File: src/rtl/inc_sched_pkg.sv
// Shared types and helpers for the inc_sched round-robin increment scheduler.
package inc_sched_pkg;

  typedef enum logic [1:0] {
    S_RUN   = 2'd0,
    S_SLEEP = 2'd1,
    S_WAKE  = 2'd2
  } state_t;

  typedef enum logic {
    ID_A = 1'b0,
    ID_B = 1'b1
  } req_id_t;

  // Idle counter only needs to reach idle_cyc-1; keep at least one bit.
  function automatic int idle_cnt_w(input int idle_cyc);
    return (idle_cyc > 1) ? $clog2(idle_cyc) : 1;
  endfunction

endpackage

File: src/rtl/inc_sched_rr_arb2.sv
// Two-way round-robin arbiter: on a tie, grants the requester that was not served last.
module rr_arb2
  import inc_sched_pkg::*;
(
  input  logic [1:0] req,
  input  req_id_t    last,
  output logic [1:0] gnt,
  output req_id_t    gnt_id
);

  // NOTE: every output gets a default first so this block cannot infer a latch.
  always_comb begin
    gnt    = 2'b00;
    gnt_id = ID_A;
    if (req[ID_A] && (!req[ID_B] || last == ID_B)) begin
      gnt[ID_A] = 1'b1;
      gnt_id    = ID_A;
    end else if (req[ID_B]) begin
      gnt[ID_B] = 1'b1;
      gnt_id    = ID_B;
    end
  end

endmodule

File: src/rtl/inc_sched.sv
// Round-robin scheduler for a shared increment datapath: count, enable, wrap pulse and idle sleep.
module inc_sched
  import inc_sched_pkg::*;
#(
  parameter int WIDTH    = 8,
  parameter int STEPA    = 1,
  parameter int STEPB    = 1,
  parameter int IDLE_CYC = 4
) (
  input  logic             ck,
  input  logic             rst,
  input  logic             REQA,
  input  logic             REQB,
  output logic             GNTA,
  output logic             GNTB,
  output logic [WIDTH-1:0] C,
  output logic             EN,
  output logic             OVF,
  output logic             SLEEP
);

  localparam int              IW        = idle_cnt_w(IDLE_CYC);
  localparam logic [WIDTH-1:0] STEP_A   = WIDTH'(STEPA);
  localparam logic [WIDTH-1:0] STEP_B   = WIDTH'(STEPB);
  localparam logic [IW-1:0]    IDLE_LAST = IW'(IDLE_CYC - 1);

  state_t        state;
  req_id_t       last;
  logic [IW-1:0] idle_cnt;
  logic [1:0]    gnt;
  req_id_t       gnt_id;
  logic [WIDTH:0] sum;

  rr_arb2 u_arb (
    .req    ({REQB, REQA}),
    .last   (last),
    .gnt    (gnt),
    .gnt_id (gnt_id)
  );

  // Extra MSB of the sum is the wrap indication.
  assign sum = {1'b0, C} + {1'b0, (gnt_id == ID_A) ? STEP_A : STEP_B};

  // NOTE: sequential state uses non-blocking assignments so every register samples pre-edge values.
  always_ff @(posedge ck) begin
    if (rst) begin
      state    <= S_RUN;
      last     <= ID_B;
      idle_cnt <= '0;
      C        <= '0;
      GNTA     <= 1'b0;
      GNTB     <= 1'b0;
      EN       <= 1'b0;
      OVF      <= 1'b0;
      SLEEP    <= 1'b0;
    end else begin
      GNTA <= 1'b0;
      GNTB <= 1'b0;
      EN   <= 1'b0;
      OVF  <= 1'b0;
      case (state)
        S_RUN: begin
          if (|gnt) begin
            GNTA     <= gnt[ID_A];
            GNTB     <= gnt[ID_B];
            EN       <= 1'b1;
            C        <= sum[WIDTH-1:0];
            OVF      <= sum[WIDTH];
            last     <= gnt_id;
            idle_cnt <= '0;
          end else if (idle_cnt == IDLE_LAST) begin
            state    <= S_SLEEP;
            SLEEP    <= 1'b1;
            idle_cnt <= '0;
          end else begin
            idle_cnt <= idle_cnt + 1'b1;
          end
        end
        S_SLEEP: begin
          if (REQA || REQB) begin
            state <= S_WAKE;
            SLEEP <= 1'b0;
          end
        end
        // Requests seen here are not latched; they are re-sampled back in S_RUN.
        S_WAKE:  state <= S_RUN;
        default: state <= S_RUN;
      endcase
    end
  end

endmodule

File: config.mk
export PLATFORM = sky130hd
export DESIGN_NAME = inc_sched
export DESIGN_NICKNAME = d
export VERILOG_FILES = /design/src/rtl/inc_sched_pkg.sv /design/src/rtl/inc_sched_rr_arb2.sv /design/src/rtl/inc_sched.sv
export SDC_FILE = /design/constraint.sdc
export NUM_CORES = 1
export LEC_CHECK = 0
export CORE_ASPECT_RATIO = 0.5
export CORE_MARGIN = 2
export CORE_UTILIZATION = 30
export DETAILED_ROUTE_END_ITERATION = 8
export GPL_TIMING_DRIVEN = 0
export SLEW_MARGIN = 0
export SYNTH_ARGS = -nofsm -noshare
export SYNTH_HDL_FRONTEND = slang
export SYNTH_SLANG_ARGS = --single-unit
File: constraint.sdc
create_clock -name ck -period 3 [get_ports ck]
set_input_delay 0.6 -clock ck [delete_from_list [all_inputs] [get_ports ck]]
set_output_delay 0.6 -clock ck [all_outputs]
set_load 0.005 [all_outputs]
==> run metrics, run 1 <==
Mapped Avg Cell Area between 9 and 10 um^2; Max Root-Sink Buffers 2; Finish-stage setup viols 0; Final min period roughly 2 ns; total power per unit cell area between 400 and 500 mW/mm^2; cts bufs inserted 3; post-route clock period utilization between 60 and 70%; vias in the first global route 563; hold_buf cts 0; routed vias/inst 4.776; DRT antenna net count 0; Synth Warn # 0; hold_ws 0.4567 ns; Seq/Total Area, Yosys 45.35%; setup TNS 0 ns; overall routing resource usage 11.13%; crit path max fanout 10; Finished Layout Cells 143; Max VDD drop 152.6 uV; Async SR Flop Fraction 0%; Synth Register Bits 18; CP max-delay cell clkdlybuf4s50_1; GR Layer Usage met2 about a fifth; DIE AREA 0.003101 mm^2; H-tree depth 1; clk_lat worst skew 0.25 ns; Critical Path RT 3.15 ns; routing usage on met3 under 10%; Worst path top cell family by delay buffers and inverters; FMAX 0.5085 GHz; Final Max Slew Viols 0; final clock skew 0.002138 ns; Top Usage Layer GRT met2; Die W 76.78 um; Top FF cell, synth dfxtp_1; total grt overflow 0; Slew headroom 68.40%; most frequent cells in the layout dfxtp_1, clkdlybuf4s50_1, nor2_1, a21oi_1; Critical Path Max Stage Delay 0.46 ns; CTS tree done; root buffer cell clkbuf_8; CP cell instances clkdlybuf4s50_1 -> nor2_1 -> buf_2 -> nor3_1 -> a211o_1; postcts setup bufs 0; post_cts resized 0; Rows 13; die height 40.39 um; clk sinks 18; final WL roughly 1600 um; Crit. End Element register; Fin. Hold Viols 0; Initial Util 31.11%; placed wire-length estimate 1114 um; Area Growth Syn to Fin 32.91%; drt wl/cell 10.99 um; worst slew pin tran 0.4723 ns; via count 683; fin nets 113; first-pass GRT wire length 2518 um; Initial DRC Count 19; kind of critical path in -> reg; antenna diode count 0; leak pwr 0.3784 nW; Min-Delay Path Class reg -> reg; synth unique cells 29; share of post-route cells with drive strength above 1 roughly 12%; GRT met1 Usage 12.90%; Worst setup SP type input port; clk slew on worst S/H paths ~0.07 ns; io pins 17; GPL Wtd Cong 0.7447; largest net degree at the start of global routing 11; Syn Inst Count 86; RSZ-0062 raised after global routing no; Netlist Area Pre-Place 794.5 um^2; Worst Path Arrival 2.11 ns; outcome complete, no violations; number of synthesized flops with an enable pin 0; placed insts 139; initial antenna violation count 0; syn_nets 92; crit path buf inv count 2; drt drc 0; total core area roughly 0.0026 mm^2; commonest non-fill, non-tap cell in the layout dfxtp_1; max cap viols 0; PortBufs 16; DR pass1 iterations 4
[kinds of logic after synthesis]
| family | count (synthesis) | share of synthesized area (%) |
|---|---|---|
| fa+ha+maj | 2 | 3.149 |
| flops | 18 | 45.35 |
| compound gates | 15 | 11.50 |
| simple gates | 41 | 29.45 |
| mux | 4 | 5.669 |
| buf+inv | 6 | 4.881 |
[worst reg2reg max path: stages (launching register included)]
cell     delay, ns
dfxtp_1       0.36
or2_1         0.25
buf_6         0.13
nor4_1        0.31
mux2_2        0.37
[report_power, final]
| part | switching [W] | internal [W] | leakage, nW |
|---|---|---|---|
| clock | 0.0000794 | 0.000117 | 0.0288 |
| sequential | 0.00000573 | 0.000246 | 0.147 |
| combinational | 0.0000193 | 0.0000224 | 0.203 |
| total | 0.000104 | 0.000385 | 0.378 |
[final timing paths]
check         startpoint           to  slack [ns]  cells past startpoint
max                 REQA         last        1.03                      5
min          idle_cnt[1]  idle_cnt[1]        0.46                      2
max reg2reg     state[1]         C[6]        1.48                      4
min reg2reg  idle_cnt[1]  idle_cnt[1]        0.46                      2
[Yosys cell counts, types with 2 or more instances]
cell	n	area, um^2
nor4_1	5	31.28
nor2b_1	4	25.02
dfxtp_1	18	360.4
o31ai_1	2	15.01
nor2_1	7	26.28
mux2_2	3	33.78
buf_6	2	22.52
o21ai_0	3	15.01
nor3_1	3	15.01
nand2_1	5	18.77
nor4b_1	2	17.52
or4_1	3	22.52
clkbuf_1	2	7.510
ha_1	2	25.02
a21oi_1	7	35.03
nand3_1	5	25.02
[per-layer routing]
metal,part of all wire [%],up-vias
li1,-,353
met1,53,317
met5,0,-
met2,44,13
met3,3.2,0
met4,0,0
[state kept, by name, summed over array words and instances, names as in the netlist]
register,count
C,8
idle_cnt,2
GNTA,1
state,2
EN,1
SLEEP,1
GNTB,1
last,1
OVF,1
[per-stage QoR]
step           instance area [um^2]  util [%]  worst slack [ns]  total power (W)
2_1_floorplan                 794.5         -             1.456        0.0002773
3_3_place_gp                   1001     39.20            0.7735        0.0002990
3_5_place_dp                   1001     39.20            0.7832        0.0002992
4_1_cts                        1056     41.35             1.058        0.0004965
5_1_grt                        1056     41.35            0.9424        0.0005157
6_report                       1056     41.35             1.033        0.0004899
[final cells by class]
class,instances,area (um^2)
Fill cell,263,1498
Multi-Input combinational cell,62,395.4
Sequential cell,18,360.3
Timing Repair Buffer,16,160.2
Clock buffer,4,55.05
Tap cell,37,46.29
Buffer,5,35.03
Inverter,1,3.754
(Power assumes the default switching activity.)
==> run 2, diff against run 1 <==
- clock period: 3 -> 2 ns (I/O delays scaled with it)
==> results of run 2 <==
Same layout as run 1 (identical final DEF). Status: complete, no violations.
Main changes from that run: setup slack after placement 0.7832 ns -> -0.01681 ns; setup slack after layout 1.033 ns -> 0.2335 ns; register-to-register setup slack 1.48 ns -> 0.48 ns; total power 0.0004899 W -> 0.0007348 W; worst IR drop on VDD 152.6 uV -> 228.9 uV
==> run 3, diff against run 2 <==
- CORE_MARGIN: 2 -> 10
- PLACE_DENSITY: not set -> 0.58
==> run 3 against run 2 <==
  * Sequential share of layout area stayed put
  * Critical path depth stayed put
  * Clock power hardly changed
  * Combinational power is 2% higher
  * Critical endpoint unchanged
  * Core utilization stayed put
  * Via count is 0.29% higher
==> run metrics, run 3 (same netlist as run 1, synthesis figures left out) <==
drt wl/cell 12.27 um (was 10.99 um); final WL 1754 um (was 1572 um); postcts setup bufs 0 (unchanged); RSZ-0062 raised after global routing no (unchanged); CP cell instances clkdlybuf4s50_1 -> nor2_1 -> buf_2 -> nor3_1 -> a211o_1 (unchanged); WHS Endpoint idle_cnt[1] (unchanged); Largest register FFs 8 (unchanged); outcome complete, no violations (unchanged); FF-to-FF path depth 4 (unchanged); final clock skew 0.004108 ns (was 0.002138 ns); worst slew pin tran 0.4695 ns (was 0.4723 ns); biggest regs C x8, idle_cnt x2, state x2 (unchanged); total core area 0.002554 mm^2 (unchanged); Fill cells 266 (was 263); Slew headroom 68.59% (was 68.40%); Max VDD drop 215.1 uV (was 228.9 uV); hold_ws 0.4622 ns (was 0.4567 ns); drt drc 0 (unchanged); FMAX 0.5642 GHz (was 0.5661 GHz); routed vias/inst 4.790 (was 4.776); hold_buf cts 0 (unchanged); CTS tree done (unchanged); R2R Path End C[6] (unchanged); root buffer cell clkbuf_8 (unchanged); placed wire-length estimate 1296 um (was 1114 um); crit path max fanout 10 (unchanged); largest net degree at the start of global routing 11 (unchanged); Finish-stage setup viols 0 (unchanged); Critical Path Max Stage Delay 0.47 ns (was 0.46 ns); DRT antenna net count 0 (unchanged); hold_sp idle_cnt[1] (unchanged); initial antenna violation count 0 (unchanged); Die W 92.78 um (was 76.78 um); clk slew on worst S/H paths 0.07 ns (about the same); share of post-route cells with drive strength above 1 12.26% (unchanged); overall power 0.0007382 W (was 0.0007348 W); Final min period 1.772 ns (was 1.767 ns); Critical Path RT 2.15 ns (about the same); Worst Path Arrival 1.92 ns (was 1.91 ns); most frequent cells in the layout dfxtp_1, clkdlybuf4s50_1, nor2_1, a21oi_1 (unchanged); post_cts resized 0 (unchanged); H-tree depth 1 (unchanged); via count 685 (was 683); Min-Delay Path Class reg -> reg (unchanged); placed insts 139 (unchanged); Fin. Hold Viols 0 (unchanged); Finished Layout Cells 143 (unchanged); dpl ws -0.03892 ns (was -0.01681 ns); Area Growth Syn to Fin 32.91% (unchanged); Final Max Slew Viols 0 (unchanged); reg2reg start state[1] (unchanged); io pins 17 (unchanged); die height 56.39 um (was 40.39 um); cts bufs inserted 3 (unchanged); clk_lat worst skew 0.25 ns (about the same); first-pass GRT wire length 2953 um (was 2518 um); GPL Wtd Cong 0.7512 (was 0.7447); clk sinks 18 (unchanged); Reg with most FFs C (unchanged); final setup margin 0.2275 ns (was 0.2335 ns); DR pass1 iterations 4 (unchanged); DIE AREA 0.005232 mm^2 (was 0.003101 mm^2); PortBufs 16 (unchanged); commonest non-fill, non-tap cell in the layout dfxtp_1 (unchanged); CP max-delay cell clkdlybuf4s50_1 (unchanged); Initial DRC Count 27 (was 19); fin nets 113 (unchanged); leak pwr 0.3784 nW (unchanged); max cap viols 0 (unchanged); post-route clock period utilization 88.62% (was 88.33%); Initial Util 31.11% (unchanged); kind of critical path in -> reg (unchanged); total grt overflow 0 (unchanged); Crit. End Element register (unchanged); Hold Crit Depth 2 (unchanged); reg-to-reg slack, setup 0.47 ns (was 0.48 ns); Max Root-Sink Buffers 2 (unchanged); Rows 13 (unchanged); overall routing resource usage 6.838% (was 11.13%); Worst setup SP type input port (unchanged); total power per unit cell area 699.0 mW/mm^2 (was 695.8 mW/mm^2); antenna diode count 0 (unchanged); vias in the first global route 648 (was 563)
==> run 3: cell counts in the layout (fill, tap and decap cells not counted) <==
No cell type changed its count.
==> run 3: through the flow <==
step	area (um^2)	util, %	TNS, ns
2_1_floorplan	794.5	-	0
3_3_place_gp	1001	39.20	-0.03445
3_5_place_dp	1001	39.20	-0.03892
4_1_cts	1056	41.35	0
5_1_grt	1056	41.35	0
6_report	1056	41.35	0
==> run 3: how the worst max path moves through the flow <==
stage | endpoint | cells after the start | slack [ns] | start
after global routing | last | 5 | 0.14 | REQA
after floorplan | C[5] | 4 | 0.58 | state[1]
final | last | 5 | 0.23 | REQA
after CTS | last | 5 | 0.22 | REQA
after global placement | last | 5 | -0.03 | REQA
after detailed placement | last | 5 | -0.04 | REQA
==> run 3: critical path, delay by kind of cell <==
family,cells,cell delay (ns)
and+or+nand+nor,2,0.49
buffers and inverters,2,0.77
AOI/OAI and AO/OA,1,0.26
==> run 3: power by group <==
part / internal [W] / switching, W
Clock: 0.000175 / 0.000122
Combinational: 0.0000339 / 0.0000300
Sequential: 0.000370 / 0.00000786
==> run 3: cell type report <==
type | count | area, um^2 | area share (%)
sequential | 18 | 360.3 | 34.12
buffer | 5 | 35.03 | 3.318
timing repair buffer | 16 | 160.2 | 15.17
multi-input combinational | 62 | 395.4 | 37.44
tap | 37 | 46.29 | 4.384
clock buffer | 4 | 55.05 | 5.213
inverter | 1 | 3.754 | 0.3555
==> run 3: layer usage <==
metal	global-route usage (%)	part of all wire, %	vias to the layer above
met5	0	0	-
met3	2.781	4.5	2
met1	7.537	48	318
met4	3.275	1.3	0
li1	-	-	353
met2	11.22	46	12
